--- src/rtl/i_fill_pkg.sv ---
// Shared constants and types for the instruction-cache line fill path.
// The address range is also used by the cache's own segment-fault check.
package i_fill_pkg;

  typedef enum logic [2:0] {
    IDLE = 3'd0,
    REQ  = 3'd1,
    WAIT = 3'd2,
    DONE = 3'd3,
    ERR  = 3'd4
  } fill_state_t;

  localparam int          WORDS_PER_LINE = 16;
  localparam logic [31:0] IMEM_BASE      = 32'h0001_0000;
  localparam logic [31:0] IMEM_LIMIT     = 32'h0001_01FF;
  localparam int          TIMEOUT        = 255;

  // Word address of the first word of the line holding addr.
  function automatic logic [31:0] line_base(input logic [31:0] addr);
    return addr & ~(32'(WORDS_PER_LINE) - 32'd1);
  endfunction

endpackage

--- src/rtl/i_cache_fill_ctrl.sv ---
// Instruction-cache miss responder: reads a full line from instruction memory
// one word at a time and presents it to the cache with a one-cycle write strobe.
//
// Memory handshake: mem_rd_en is a single-cycle request carrying mem_addr; memory
// answers with exactly one mem_rvalid pulse (any number of cycles later) carrying
// mem_rdata. mem_addr is held until the next request. fill_ins/fill_addr are only
// meaningful in the cycle fill_wr_en is high.
module i_cache_fill_ctrl #(
  parameter int          WORDS_PER_LINE = i_fill_pkg::WORDS_PER_LINE,
  parameter logic [31:0] IMEM_BASE      = i_fill_pkg::IMEM_BASE,
  parameter logic [31:0] IMEM_LIMIT     = i_fill_pkg::IMEM_LIMIT,
  parameter int          TIMEOUT        = i_fill_pkg::TIMEOUT
) (
  input  logic        clk,
  input  logic        rst,
  input  logic        i_miss,
  input  logic [31:0] i_addr,
  input  logic [31:0] mem_rdata,
  input  logic        mem_rvalid,
  output logic        mem_rd_en,
  output logic [31:0] mem_addr,
  output logic [31:0] fill_ins [0:WORDS_PER_LINE-1],
  output logic [31:0] fill_addr,
  output logic        fill_wr_en,
  output logic        busy,
  output logic        fill_err
);
  import i_fill_pkg::*;

  localparam int CNT_W = $clog2(WORDS_PER_LINE);
  localparam int TO_W  = $clog2(TIMEOUT + 1);

  localparam logic [CNT_W-1:0] LAST_WORD = CNT_W'(WORDS_PER_LINE - 1);
  localparam logic [TO_W-1:0]  TO_LAST   = TO_W'(TIMEOUT - 1);

  fill_state_t      state;
  fill_state_t      state_nx;
  logic [CNT_W-1:0] word_cnt;
  logic [TO_W-1:0]  to_cnt;
  logic             addr_ok;
  logic             last_word;

  assign addr_ok   = (i_addr >= IMEM_BASE) && (i_addr <= IMEM_LIMIT);
  assign last_word = (word_cnt == LAST_WORD);

  always_ff @(posedge clk or posedge rst) begin
    if (rst) begin
      state <= IDLE;
    end else begin
      state <= state_nx;
    end
  end

  always_comb begin
    state_nx = state;
    unique case (state)
      IDLE: begin
        if (i_miss) begin
          state_nx = addr_ok ? REQ : ERR;
        end
      end
      REQ: begin
        state_nx = WAIT;
      end
      WAIT: begin
        if (mem_rvalid) begin
          state_nx = last_word ? DONE : REQ;
        end else if (to_cnt == TO_LAST) begin
          state_nx = ERR;
        end
      end
      DONE: begin
        state_nx = IDLE;
      end
      ERR: begin
        state_nx = ERR;
      end
      default: begin
        state_nx = IDLE;
      end
    endcase
  end

  // Line buffer, counters and addresses. Words not yet written in the current
  // fill keep whatever the previous fill left there.
  always_ff @(posedge clk or posedge rst) begin
    if (rst) begin
      word_cnt  <= '0;
      to_cnt    <= '0;
      fill_addr <= '0;
      mem_addr  <= '0;
      for (int k = 0; k < WORDS_PER_LINE; k++) begin
        fill_ins[k] <= '0;
      end
    end else begin
      unique case (state)
        IDLE: begin
          if (i_miss && addr_ok) begin
            fill_addr <= line_base(i_addr);
            mem_addr  <= line_base(i_addr);
            word_cnt  <= '0;
          end
        end
        REQ: begin
          to_cnt <= '0;
        end
        WAIT: begin
          if (mem_rvalid) begin
            fill_ins[word_cnt] <= mem_rdata;
            if (!last_word) begin
              word_cnt <= word_cnt + 1'b1;
              mem_addr <= fill_addr + 32'(word_cnt) + 32'd1;
            end
          end else begin
            to_cnt <= to_cnt + 1'b1;
          end
        end
        default: begin
        end
      endcase
    end
  end

  assign mem_rd_en  = (state == REQ);
  assign fill_wr_en = (state == DONE);
  assign busy       = (state != IDLE);
  assign fill_err   = (state == ERR);

endmodule

--- config.mk ---
export PLATFORM = sky130hd
export DESIGN_NAME = i_cache_fill_ctrl
export DESIGN_NICKNAME = d
export VERILOG_FILES = /design/src/rtl/i_fill_pkg.sv /design/src/rtl/i_cache_fill_ctrl.sv
export SDC_FILE = /design/constraint.sdc
export NUM_CORES = 1
export LEC_CHECK = 0
export CAP_MARGIN = 20
export CORE_AREA = 2 2 255 257
export DETAILED_ROUTE_END_ITERATION = 6
export DIE_AREA = 0 0 257 259
export RECOVER_POWER = 100
export SYNTH_ARGS = -nofsm -noshare
export SYNTH_HDL_FRONTEND = slang
export SYNTH_SLANG_ARGS = --single-unit
--- constraint.sdc ---
create_clock -name clk -period 31 [get_ports clk]
set_clock_uncertainty 0.1 [all_clocks]
set_input_delay 6.2 -clock clk [delete_from_list [all_inputs] [get_ports clk]]
set_output_delay 6.2 -clock clk [all_outputs]
set_load 0.02 [all_outputs]
==> results.toml <==
[worst_setup_path]
ff2ff_path_depth = 5
path_class = "in -> async"
crit_path_end_kind = "async pin"
cp_max_fo = 103
cp-start-kind = "primary input"
r2r-start = "state[1]"
reg2reg_setup_slack_ns = 27.07
worstPathRequired_ns = 30.74
worstPathArrival_ns = 15.34
rr_endpoint = "fill_ins[89]"

[clock_tree]
clk_path_buf_depth = 3
post_cts_buffers = 0
clk_latency_ns = 0.60
cts_buffers = 61
cts_resized = 0
clk_pin_slew_worst_paths_ns = 0.06
cts_max_level = 2
postCtsHoldBufs = 0
cts-root-buf = "clkbuf_16"
clock_sinks = 583
cts_tree = "done"

[placed_design]
dp.final_hpwl_um = 50900
portBuffers = 639
gp_congestion = 0.842

[synth]
synth.avg_cell_area_sq_um = 15.3
yosysTopAreaCell = "dfrtp_1"
yosysSeqAreaShare_pct = 64.7
synth_top_area_share_pct = 64.7
ys_types = 47
netlist_area_sq_um = 22600
syn_inst = 1475
ys.flop_type = "dfrtp_1"
synth_edf_count = 0
yosysWarningCount = 0
async_flop_share_pct = 100
synth_seq_cells = 583
synth.area.top_cells = "dfrtp_1, mux2_2, nand2_1, buf_2, xor2_1"

[worst_hold_path]
hp-class = "reg -> reg"
hold-path-cell-count = 1
hold_path_startpoint = "fill_ins[407]"
worstHoldEndpoint = "fill_ins[407]"

[timing]
min_period_ns = 15.61
hold_slack_ns = 0.388
fin_crit_sh_pct = 50.3
max_clock_freq_mhz = 64.1
rsz0062_at_grt = "no"
slew_viol_final = 969
setup_viol = 0
slew_headroom_pct = -208
final-hold-violation-count = 0
tightest_slew_ns = 4.60
final.setup.tns_ns = 0

[power_and_ir_drop]
peakVddDrop_mv = 0.0421
power_density_nw_per_um2 = 51.3
p_leak_uw = 0.0172

[floorplan]
io-pin-count = 648
core_area_sq_um = 63900
start_util_pct = 35.3
die_y_um = 259
dieArea_sq_um = 66600
die_x_um = 257
rows = 93

[detailed_routing]
ant_nets = 0
drt_iter0_markers = 693
drt-total-wl_um = 73200
drtPass1Iterations = 4
vias_per_cell = 4.90
wl_per_cell_um = 24.3
drc = 0
num_vias = 14700

[global_routing]
overflow = 0
grt_max_degree = 104
grt_usage_pct = 21.6
grt_pass1_wl_um = 107000
grt_pass1_vias = 15600
antenna_found_initial = 2

[status]
status = "finished, violations left"
violations = "capacitance limit, slew limit"

[cells_and_area]
drive_above_1_share_pct = 29.9
final_cell_mix = "dfrtp_1, dlygate4sd3_1, mux2_2, clkbuf_16, clkdlybuf4s50_1"
final_nets = 2173
area_delta_synth_final_pct = 41.2
final_common_cell = "dfrtp_1"

[run]
maxCapViolCount = 22
[cells in the mapped netlist, drive strengths merged (2+ instances only)]
master  number
a21o         2
a21oi        8
a22o         5
and2        20
and3         7
and3b        2
and4         2
buf         65
clkbuf      39
dfrtp      583
ha           6
inv         10
mux2       518
nand2       56
nand2b       2
nand3       21
nand4       17
nor2        21
nor3         9
nor4        12
nor4b        2
o21ai       18
o31ai        4
or2          3
or3          3
or4          2
xnor2       13
xor2        17
[kinds of logic after synthesis]
family                   Yosys count  share of synthesized area [%]
AO/OA/AOI/OAI                     40                           1.10
XOR/XNOR                          30                           1.16
adder cells (fa/ha/maj)            6                          0.333
buffers and inverters            114                           2.30
flip-flops                       583                           64.7
multiplexers                     518                           25.9
other                              1                         0.0166
AND/OR/NAND/NOR                  183                           4.53
[worst max-delay path by stage]
stage	slack, ns	cells after the start	end	startpoint
after floorplan	8.39	1	fill_addr[10]	rst
after global placement	21.69	4	fill_ins[373]	rst
after detailed placement	21.61	4	fill_ins[213]	rst
after CTS	22.14	3	mem_rd_en	state[0]
after global routing	13.41	4	fill_ins[377]	rst
final	15.39	4	fill_ins[340]	rst
[registers in the layout, indices dropped and copies added (netlist names)]
name / cells
to_cnt: 8
fill_addr: 28
fill_ins: 512
mem_addr: 32
state: 3
[critical path: stages]
cell and delay, ns:
dlygate4sd3_1 0.54, clkinvlp_2 2.53, clkbuf_1 3.03, clkbuf_1 2.87
[per-layer routing]
metal / share of wire [%] / track usage (%)
met1: 39 / 25.4
met4: 3.6 / 7.88
met2: 51 / 37.8
met5: 0 / 0
met3: 6.5 / 6.11
[through the flow]
| stage | instance area (sq um) | total power, uW | setup WS, ns | cells | utilization, % |
|---|---|---|---|---|---|
| detailed placement | 29800 | 875 | 21.61 | 2889 | 46.7 |
| finish | 31800 | 1630 | 15.39 | 3007 | 49.8 |
| floorplan | 22600 | 828 | 8.39 | 1478 | - |
| CTS | 32000 | 1660 | 22.14 | 3004 | 50.1 |
| global placement | 29700 | 873 | 21.69 | 2883 | 46.5 |
| global route | 31800 | 1690 | 13.41 | 3007 | 49.8 |
[cell type report]
type	instances	area (sq um)
Sequential cell	583	14600
Clock buffer	85	1840
Clock inverter	30	347
Fill cell	5550	32000
Timing Repair Buffer	662	6510
Antenna cell	1	2.50
Inverter	10	38.8
Multi-Input combinational cell	781	7450
Tap cell	855	1070
[power breakdown]
part / total, uW / internal, uW / switching (uW)
Sequential: 776 / 771 / 5.56
Clock: 779 / 470 / 308
Combinational: 77.9 / 26.8 / 51.1
No activity file was read; power rests on OpenSTA's default activity.
